<file path="src/rtl/simd_mem_pkg.sv">
// Shared definitions for the SIMD memory-side blocks.
//   - DEFAULT_DATA_WIDTH / DEFAULT_DEPTH: BRAM geometry shared with the bram model.
//   - state_t: burst reader control states.
package simd_mem_pkg;

    localparam int unsigned DEFAULT_DATA_WIDTH = 128;
    localparam int unsigned DEFAULT_DEPTH      = 256;

    typedef enum logic [1:0] {
        IDLE,
        READ,
        DRAIN,
        DONE
    } state_t;

endpackage

</file>
<file path="src/rtl/sync_fifo.sv">
// Small synchronous FIFO with count/full/empty status.
// Ports:
//   clk, rst_n   clock, asynchronous active-low reset (empties the FIFO)
//   push, wdata  write strobe and data (ignored when full)
//   pop          read strobe (ignored when empty)
//   rdata        head entry (valid when !empty)
//   count        number of stored entries
//   full, empty  status flags
module sync_fifo #(
    parameter int unsigned WIDTH = 8,
    parameter int unsigned DEPTH = 2,
    localparam int unsigned CW   = $clog2(DEPTH + 1)
) (
    input  logic             clk,
    input  logic             rst_n,
    input  logic             push,
    input  logic [WIDTH-1:0] wdata,
    input  logic             pop,
    output logic [WIDTH-1:0] rdata,
    output logic [CW-1:0]    count,
    output logic             full,
    output logic             empty
);
    localparam int unsigned PW = (DEPTH > 1) ? $clog2(DEPTH) : 1;
    localparam logic [PW-1:0] LAST_PTR = PW'(DEPTH - 1);

    logic [WIDTH-1:0] mem_q [DEPTH];
    logic [PW-1:0]    wptr_q, rptr_q;
    logic [CW-1:0]    count_q;
    logic             do_push, do_pop;

    function automatic logic [PW-1:0] ptr_inc(input logic [PW-1:0] p);
        return (p == LAST_PTR) ? '0 : p + PW'(1);
    endfunction

    assign full    = (count_q == CW'(DEPTH));
    assign empty   = (count_q == '0);
    assign count   = count_q;
    assign rdata   = mem_q[rptr_q];
    assign do_push = push && !full;
    assign do_pop  = pop && !empty;

    always_ff @(posedge clk or negedge rst_n) begin
        if (!rst_n) begin
            wptr_q  <= '0;
            rptr_q  <= '0;
            count_q <= '0;
        end else begin
            if (do_push) wptr_q <= ptr_inc(wptr_q);
            if (do_pop)  rptr_q <= ptr_inc(rptr_q);
            // Simultaneous push and pop leaves the count unchanged.
            if (do_push && !do_pop) begin
                count_q <= count_q + CW'(1);
            end else if (!do_push && do_pop) begin
                count_q <= count_q - CW'(1);
            end
        end
    end

    // Storage needs no reset; only the pointers and count define validity.
    always_ff @(posedge clk) begin
        if (do_push) mem_q[wptr_q] <= wdata;
    end

endmodule

</file>
<file path="src/rtl/bram_burst_reader.sv">
// Burst read initiator for the single-port BRAM (1-cycle registered read latency).
// A start command issues sequential reads from base_addr for length words; returned
// words are captured into a skid FIFO and streamed out on a valid/ready interface.
// Ports:
//   clk, rst_n          clock, asynchronous active-low reset
//   start               command strobe (sampled only in IDLE)
//   base_addr, length   first word address, word count (0..DEPTH)
//   busy, done          burst in progress, one-cycle completion pulse
//   mem_addr, mem_re    BRAM address and read enable
//   mem_we              BRAM write enable (always 0)
//   mem_rdata           BRAM read data
//   m_valid, m_ready    output handshake
//   m_data, m_last      output word and end-of-burst marker
module bram_burst_reader
    import simd_mem_pkg::*;
#(
    parameter int unsigned DATA_WIDTH = DEFAULT_DATA_WIDTH,
    parameter int unsigned DEPTH      = DEFAULT_DEPTH,
    parameter int unsigned FIFO_DEPTH = 2,
    localparam int unsigned AW        = $clog2(DEPTH)
) (
    input  logic                  clk,
    input  logic                  rst_n,
    input  logic                  start,
    input  logic [AW-1:0]         base_addr,
    input  logic [AW:0]           length,
    output logic                  busy,
    output logic                  done,
    output logic [AW-1:0]         mem_addr,
    output logic                  mem_re,
    output logic                  mem_we,
    input  logic [DATA_WIDTH-1:0] mem_rdata,
    output logic                  m_valid,
    input  logic                  m_ready,
    output logic [DATA_WIDTH-1:0] m_data,
    output logic                  m_last
);
    localparam int unsigned CW          = $clog2(FIFO_DEPTH + 1);
    localparam logic [CW:0] FIFO_LIMIT  = (CW + 1)'(FIFO_DEPTH);
    localparam logic [AW-1:0] LAST_ADDR = AW'(DEPTH - 1);

    state_t          state_q;
    logic            busy_q, done_q;
    logic [AW-1:0]   addr_q;
    logic [AW-1:0]   mem_addr_q;
    logic [AW:0]     remaining_q;
    logic            inflight_q;
    logic            inflight_last_q;

    logic [CW-1:0]     fifo_count;
    logic              fifo_full, fifo_empty;
    logic [DATA_WIDTH:0] fifo_rdata;
    logic              pop, issue, drain_ok;
    logic [CW:0]       occupancy;
    logic [AW-1:0]     addr_next;

    // Credit check counts the word already in flight and frees the slot being popped now,
    // so the FIFO can never be overrun by a returning read.
    always_comb begin
        occupancy = {1'b0, fifo_count} + {{CW{1'b0}}, inflight_q} - {{CW{1'b0}}, pop};
        issue     = (state_q == READ) && (remaining_q != '0) && (occupancy < FIFO_LIMIT);
        addr_next = (addr_q == LAST_ADDR) ? '0 : addr_q + AW'(1);
        // Burst is finished once nothing is in flight and this cycle's pop empties the FIFO.
        drain_ok  = !inflight_q &&
                    ((fifo_count == '0) || ((fifo_count == CW'(1)) && pop));
    end

    always_ff @(posedge clk or negedge rst_n) begin
        if (!rst_n) begin
            state_q         <= IDLE;
            busy_q          <= 1'b0;
            done_q          <= 1'b0;
            addr_q          <= '0;
            mem_addr_q      <= '0;
            remaining_q     <= '0;
            inflight_q      <= 1'b0;
            inflight_last_q <= 1'b0;
        end else begin
            done_q     <= 1'b0;
            inflight_q <= issue;
            if (issue) begin
                inflight_last_q <= (remaining_q == (AW + 1)'(1));
                addr_q          <= addr_next;
                mem_addr_q      <= addr_q;
                remaining_q     <= remaining_q - (AW + 1)'(1);
            end
            unique case (state_q)
                IDLE: begin
                    if (start) begin
                        if (length != '0) begin
                            addr_q      <= base_addr;
                            remaining_q <= length;
                            busy_q      <= 1'b1;
                            state_q     <= READ;
                        end else begin
                            done_q  <= 1'b1;
                            state_q <= DONE;
                        end
                    end
                end
                READ: begin
                    if (issue && (remaining_q == (AW + 1)'(1))) state_q <= DRAIN;
                end
                DRAIN: begin
                    if (drain_ok) begin
                        busy_q  <= 1'b0;
                        done_q  <= 1'b1;
                        state_q <= DONE;
                    end
                end
                DONE: begin
                    state_q <= IDLE;
                end
                default: begin
                    state_q <= IDLE;
                end
            endcase
        end
    end

    // Address is shown live while issuing, otherwise the last issued address is held.
    assign mem_addr = issue ? addr_q : mem_addr_q;
    assign mem_re   = issue;
    assign mem_we   = 1'b0;
    assign busy     = busy_q;
    assign done     = done_q;

    assign pop     = m_valid && m_ready;
    assign m_valid = !fifo_empty;
    assign m_data  = fifo_rdata[DATA_WIDTH-1:0];
    assign m_last  = fifo_rdata[DATA_WIDTH] && m_valid;

    sync_fifo #(
        .WIDTH (DATA_WIDTH + 1),
        .DEPTH (FIFO_DEPTH)
    ) u_fifo (
        .clk   (clk),
        .rst_n (rst_n),
        .push  (inflight_q && !fifo_full),
        .wdata ({inflight_last_q, mem_rdata}),
        .pop   (pop),
        .rdata (fifo_rdata),
        .count (fifo_count),
        .full  (fifo_full),
        .empty (fifo_empty)
    );

endmodule

</file>
<file path="config.mk">
export PLATFORM = sky130hd
export DESIGN_NAME = bram_burst_reader
export DESIGN_NICKNAME = d
export VERILOG_FILES = /design/src/rtl/simd_mem_pkg.sv /design/src/rtl/sync_fifo.sv /design/src/rtl/bram_burst_reader.sv
export SDC_FILE = /design/constraint.sdc
export NUM_CORES = 1
export LEC_CHECK = 0
export ABC_AREA = 1
export BUFFER_PORTS_ARGS = -buffer_cell sky130_fd_sc_hd__buf_2
export CAP_MARGIN = 20
export CORE_MARGIN = 2
export CORE_UTILIZATION = 40
export DETAILED_ROUTE_END_ITERATION = 10
export PLACE_DENSITY_LB_ADDON = 0.1
export SLEW_MARGIN = 30
export SYNTH_ARGS = -nofsm -noshare
export SYNTH_HDL_FRONTEND = slang
export SYNTH_SLANG_ARGS = --single-unit
</file>
<file path="constraint.sdc">
create_clock -name clk -period 9.6 [get_ports clk]
set_input_delay 0.48 -clock clk [delete_from_list [all_inputs] [get_ports clk]]
set_output_delay 0.48 -clock clk [all_outputs]
set_load 0.005 [all_outputs]
</file>
==> metrics.md, run 1 <==
| Metric | Value |
|---|---|
| Crit path launch type | flip-flop |
| Placed Cells | 1636 |
| Hold_ws | 0.0438 ns |
| Post-CTS sizing | 0 |
| Post-synth EDFFs | 258 |
| Aggregate routed wire length | 26000 microns |
| Clock skew | 0.00418 ns |
| Reg2reg end | remaining_q[2] |
| Placeable Area | 0.0286 sq mm |
| Flops & latches, synth | 293 |
| DRT iter0 DRCs | 464 |
| Critical Path AT | 3.78 ns |
| Post-Syn Area | 0.0116 sq mm |
| Cells after synthesis | 993 |
| Hold Path Class | input pin to async pin |
| First-pass GRT wire length | 40100 microns |
| Net Count, Synth | 1154 |
| MaxCap Viol Count | 0 |
| Least-Margin Pin Slew | 0.929 ns |
| Static Leak | 6.38 nW |
| HPWL after detailed placement | 16900 microns |
| Critical R2R Launch | u_fifo.count[1] |
| Number of global-route vias before repair | 7357 |
| WL per Instance | 15.4 microns |
| Placed Area | 0.0134 sq mm |
| Hold buffers post-CTS | 0 |
| Ys flop type | edfxtp_1 |
| Starting Density | 0.404 |
| Initial antenna violation count | 3 |
| Clk Latency, worst-skew pair | 0.54 ns |
| Max Clock Freq | 235 MHz |
| Final Instance Count excl. Fillers | 1693 |
| R2r worst-path depth | 15 |
| Total power | 4.13 mW |
| Yosys top cell area share | 0.669 |
| Critical path type | flip-flop to primary output |
| Synth cell types | 32 |
| Slew Viols, Final | 0 |
| Die footprint | 0.0303 sq mm |
| Top cells by area, synth | edfxtp_1 (67%), nand2_1 (16%), dfrtp_1 (7.6%) |
| Global route overflow | 0 |
| Drt pass-1 iters | 4 |
| # rows | 62 |
| R2R Setup Slk | 6.34 ns |
| Fill cells | 2587 |
| Setup bufs post-CTS | 0 |
| Largest net degree at the start of global routing | 93 |
| Via count | 7642 |
| Number of remaining DRC errors | 0 |
| IO buf count | 289 |
| Root Driver | clkbuf_16 |
| CP required | 9.12 ns |
| CTS H-tree depth | 1 |
| Setup-failing EPs final | 0 |
| Setup crit end kind | primary output |
| Clock buffer depth | 3 |
| Vias per cell | 4.51 |
| Avg Inst Size Synth | 11.7 sq um |
| Area leader, netlist | edfxtp_1 |
| Cts bufs inserted | 31 |
| Area grow syn2layout | 23.8% |
| Seq/Total Area, Yosys | 0.745 |
| Total track usage | 0.168 |
| Clk slew on worst S/H paths | 0.06 ns |
| Minimum clock period | 4.26 ns |
| I/O pins | 291 |
| TritonCTS clock tree | done |
| Unrepaired setup endpoints after global routing | false |
| Share of post-route cells with drive strength above 1 | 0.267 |
| Synth top cells by count | nand2_1 (500), edfxtp_1 (258), inv_1 (41) |
| CP max FO | 33 |
| Yosys warns | 0 |
| GPL Wtd Cong | 0.805 |
| NumNets Final | 1446 |
| ANT nets after route | 0 |
| Final Hold Vio Count | 0 |
| Tcrit/Tclk final | 0.443 |
| Chip Width | 174 microns |
| VDD IR max | 0.164 mV |
| Die height | 174 microns |
| Setup TNS | 0 ns |
| Asr flop ratio synth | 0.119 |
| Power per Cell Area | 288 mW/mm^2 |
| Relative slew slack | 0.381 |
| Clock sink count | 293 |
| Status | completed |
| Cell with the most instances after synthesis | nand2_1 |
| Design area | 0.0143 sq mm |
-- sequential cells by signal (all words and copies together) (netlist names) --
name	flops
inflight_q	1
mem_addr_q	8
u_fifo.wptr_q	1
busy	1
state_q	2
inflight_last_q	1
remaining_q	9
u_fifo.rptr_q	1
u_fifo.count	2
u_fifo.mem_q	258
addr_q	8
done	1
-- logic make-up (layout without fill, tap and decap cells) --
kind of cell             count (synthesis)  count (layout)  synth area share
AND/OR/NAND/NOR                        586             586             0.200
flip-flops                             293             293             0.745
buffers and inverters                   79             393            0.0279
AO/OA/AOI/OAI                           15              15           0.00746
adder cells (fa/ha/maj)                 12              12            0.0136
XOR/XNOR                                 7               7           0.00530
other                                    1               3          0.000324
-- power breakdown --
group	switching (mW)	internal, mW	total (mW)
Combinational	0.858	0.466	1.32
Clock	0.449	0.620	1.07
Sequential	0.114	1.62	1.73
Total	1.42	2.71	4.13
-- worst max-delay path: stages (launching register included) --
cell	delay (ns)
dfrtp_1	0.44
inv_1	0.12
ha_1	0.21
nor2_1	0.21
ha_1	0.27
or2_2	0.31
fa_1	0.45
nand2_1	0.08
inv_1	0.03
nand3_1	0.10
clkinv_1	0.29
nand2_4	0.41
nand2_1	0.08
o21ai_0	0.11
buf_2	0.16
-- worst max-delay path by stage --
stage	startpoint	cells past startpoint	end
after floorplan	u_fifo.count[0]	5	u_fifo.mem_q[0][0]
after global placement	u_fifo.count[1]	14	mem_addr[7]
after CTS	u_fifo.count[1]	14	mem_addr[5]
final	u_fifo.count[1]	14	mem_addr[3]
after detailed placement	u_fifo.count[1]	14	mem_addr[5]
after global routing	u_fifo.count[1]	14	mem_addr[6]
-- cells in the final DEF (no fill, tap or decap), types with 6 or more instances in the layout --
master	synthesis	routed
inv_1	41	40
clkbuf_1	28	10
o21ai_0	10	10
dfrtp_1	35	34
clkinv_1	2	6
nor2_1	33	31
nand3b_1	8	8
ha_1	11	11
nand3_1	34	34
nand2_1	500	500
buf_2	3	289
clkbuf_16	0	31
edfxtp_1	258	258
-- area by class of cell --
type	count	area, sq um	area share
antenna	2	5.00	0.000349
clock buffer	45	868	0.0606
clock inverter	10	47.5	0.00332
inverter	43	164	0.0114
multi-input combinational	621	2640	0.184
sequential	293	8630	0.602
tap	384	480	0.0335
timing repair buffer	295	1500	0.104
-- through the flow --
| stage | utilization | setup WS (ns) |
|---|---|---|
| 5_1_grt | 0.501 | 4.95 |
| 4_1_cts | 0.500 | 5.26 |
| 6_report | 0.501 | 5.34 |
| 2_1_floorplan | - | 2.73 |
| 3_3_place_gp | 0.468 | 6.00 |
| 3_5_place_dp | 0.468 | 5.86 |
-- routing by layer --
layer,vias up,global-route usage,share of wire
li1,3865,-,-
met1,3525,0.224,0.43
met2,212,0.281,0.49
met3,38,0.0367,0.057
met4,2,0.0445,0.021
met5,-,0,0.00050
Power figures use the tool's default switching activity.
==> run 2, diff against run 1 <==
==> constraint.sdc (replaced) <==
create_clock -name clk -period 3.6 [get_ports clk]
set_input_delay 0.18 -clock clk [delete_from_list [all_inputs] [get_ports clk]]
set_output_delay 0.18 -clock clk [all_outputs]
set_load 0.005 [all_outputs]
==> run 2 against run 1 <==
Sequential share of layout area decreased by 6.6 points. Combinational power increased to 2.9 times the previous value. Cell area increased by 12%. Power increased to 2.8 times the previous value. Critical endpoint is now mem_addr[0]. Register-to-register slack got worse by 5.6 ns. Final cell count increased by 9.4%. Global-route usage increased by 0.83 points. Die area unchanged. Largest cell class unchanged. Critical path depth unchanged.
==> metrics.md, run 2 (synthesis gave the netlist of run 1 again) <==
| Metric | Value |
|---|---|
| Worst slack, placed | 0.407 ns (-5.45 ns) |
| Critical path launch point | u_fifo.count[0] |
| Hold Path Class | input pin to async pin |
| Least-Margin Pin Slew | 0.868 ns (-0.0615 ns) |
| Crit path launch type | flip-flop |
| NumNets Final | 1604 (+11%) |
| Setup-failing EPs final | 0 (unchanged) |
| Area grow syn2layout | 39.0% |
| Setup crit end kind | primary output |
| Slew Viols, Final | 0 (unchanged) |
| Placeable Area | 0.0286 sq mm (unchanged) |
| Clock sink count | 293 (unchanged) |
| WL per Instance | 14.9 microns (-3.1%) |
| Placed Cells | 1641 (+0.31%) |
| Via count | 8302 (+8.6%) |
| Most flops, register | u_fifo.mem_q |
| CP max FO | 8 (-76%) |
| Static Leak | 7.12 nW (+12%) |
| Clock buffer depth | 3 (unchanged) |
| I/O pins | 291 (unchanged) |
| Vias per cell | 4.48 (-0.69%) |
| Relative slew slack | 0.422 (+0.0410) |
| Tcrit/Tclk final | 0.946 |
| Final Hold Vio Count | 0 (unchanged) |
| Status | completed |
| IO buf count | 289 (unchanged) |
| TritonCTS clock tree | done |
| Initial antenna violation count | 0 (-3) |
| Power per Cell Area | 726 mW/mm^2 (+150%) |
| Clock skew | 0.0123 ns (+0.00817 ns) |
| Global route overflow | 0 (unchanged) |
| Die height | 174 microns (unchanged) |
| Hold_ws | 0.285 ns (+0.242 ns) |
| Final Worst Setup Slack | 0.193 ns (-5.15 ns) |
| CP required | 3.42 ns (-5.70 ns) |
| DRT iter0 DRCs | 474 (+2.2%) |
| Number of remaining DRC errors | 0 (unchanged) |
| Largest register FFs | 258 (unchanged) |
| Share of post-route cells with drive strength above 1 | 0.249 (-0.0175) |
| Critical Path AT | 3.23 ns (-0.55 ns) |
| Placed Area | 0.0135 sq mm (+0.53%) |
| # rows | 62 (unchanged) |
| Die footprint | 0.0303 sq mm (unchanged) |
| Clk Latency, worst-skew pair | 0.54 ns (about the same) |
| Minimum clock period | 3.41 ns |
| Commonest non-fill, non-tap cell in the layout | nand2_1 |
| Final Instance Count excl. Fillers | 1852 (+9.4%) |
| Most frequent cells in the layout | nand2_1 (500), buf_2 (289), edfxtp_1 (258), dlygate4sd3_1 (148), inv_1 (40) |
| Critical R2R Launch | u_fifo.count[0] |
| Design area | 0.0161 sq mm (+12%) |
| Max Clock Freq | 294 MHz |
| Total track usage | 0.176 (+0.00826) |
| Setup TNS | 0 ns (unchanged) |
| Starting Density | 0.404 (unchanged) |
| Top Registers | u_fifo.mem_q x258, remaining_q x9 |
| VDD IR max | 0.448 mV (+170%) |
| Root Driver | clkbuf_16 |
| HPWL after detailed placement | 16900 microns (+0.40%) |
| MaxCap Viol Count | 0 (unchanged) |
| Number of global-route vias before repair | 8052 (+9.4%) |
| ANT nets after route | 0 (unchanged) |
| Cts bufs inserted | 31 (unchanged) |
| Drt pass-1 iters | 6 (+2) |
| First-pass GRT wire length | 42800 microns (+6.7%) |
| Chip Width | 174 microns (unchanged) |
| Clk slew on worst S/H paths | 0.06 ns (about the same) |
| CTS H-tree depth | 1 (unchanged) |
| GPL Wtd Cong | 0.784 (-2.6%) |
| Largest net degree at the start of global routing | 75 (-19%) |
| Critical path type | flip-flop to primary output |
| Aggregate routed wire length | 27500 microns (+6.0%) |
==> run 2: changes by cell type in the layout (fill, tap and decap cells not counted), moves of 3 or more <==
cell,delta
o21ai_1,+5
dlygate4sd3_1,+148
bufinv_16,+4
clkbuf_1,-3
o21ai_0,-5
buf_12,+3
buf_4,+6
==> run 2: path summary, 6_finish.rpt <==
| check | to | slack [ns] | cells after the start |
|---|---|---|---|
| worst max-delay path | mem_addr[0] | 0.19 | 14 |
| worst min-delay path | addr_q[7] | 0.29 | 2 |
| worst max register to register | state_q[0] | 0.72 | 16 |
| worst min register to register | mem_addr_q[0] | 0.47 | 2 |
| max in group asynchronous | u_fifo.rptr_q | 2.67 | 2 |
| min in group clk | u_fifo.mem_q[1][24] | 0.36 | 2 |
==> run 2: through the flow <==
step / total power [mW] / utilization
6_report: 11.7 / 0.562
5_1_grt: 12.5 / 0.562
4_1_cts: 11.8 / 0.561
3_5_place_dp: 8.39 / 0.471
3_3_place_gp: 8.36 / 0.471
2_1_floorplan: 6.82 / -
==> run 2: layer usage <==
metal / wire length [microns] / global-route usage / part of all wire
met5: 0 / 0 / 0
met4: 738 / 0.0536 / 0.027
met3: 1440 / 0.0308 / 0.052
met1: 11800 / 0.226 / 0.43
met2: 13500 / 0.307 / 0.49
==> run 2: report_power, final <==
group / total, mW / switching, mW / internal [mW]
Sequential: 4.62 / 0.304 / 4.32
Clock: 3.19 / 1.23 / 1.96
Combinational: 3.87 / 2.41 / 1.45
==> run 2: worst max-delay path: stages, from the launching register on <==
cell and delay, ns:
dfrtp_1 0.36, inv_1 0.08, ha_1 0.24, nor2_4 0.14, ha_1 0.24, or2_2 0.30
fa_1 0.49, nand2_1 0.05, inv_1 0.09, nand3_4 0.10, clkinv_4 0.10, buf_6 0.14
nand3_1 0.11, nand2_1 0.11, buf_2 0.12
==> run 2: cell type report <==
cell class / instances / area (sq um)
Clock buffer: 43 / 871
Tap cell: 384 / 480
Fill cell: 2479 / 12500
Multi-Input combinational cell: 622 / 2690
Inverter: 43 / 169
Timing Repair Buffer: 452 / 3080
Clock inverter: 14 / 166
Sequential cell: 293 / 8630
Antenna cell: 1 / 2.50
==> run 2: repair_timing <==
| item | 4_1_cts | 5_1_grt |
|---|---|---|
| hold endpoints to repair | 310 | 0 |
| buffers inserted | 1 | 3 |
| resized for setup | 10 | 4 |
| hold buffers | 148 | 0 |
| gates cloned | 1 | 0 |
| pin swaps | 1 | 0 |
| endpoints found under the setup margin | 9 | 8 |
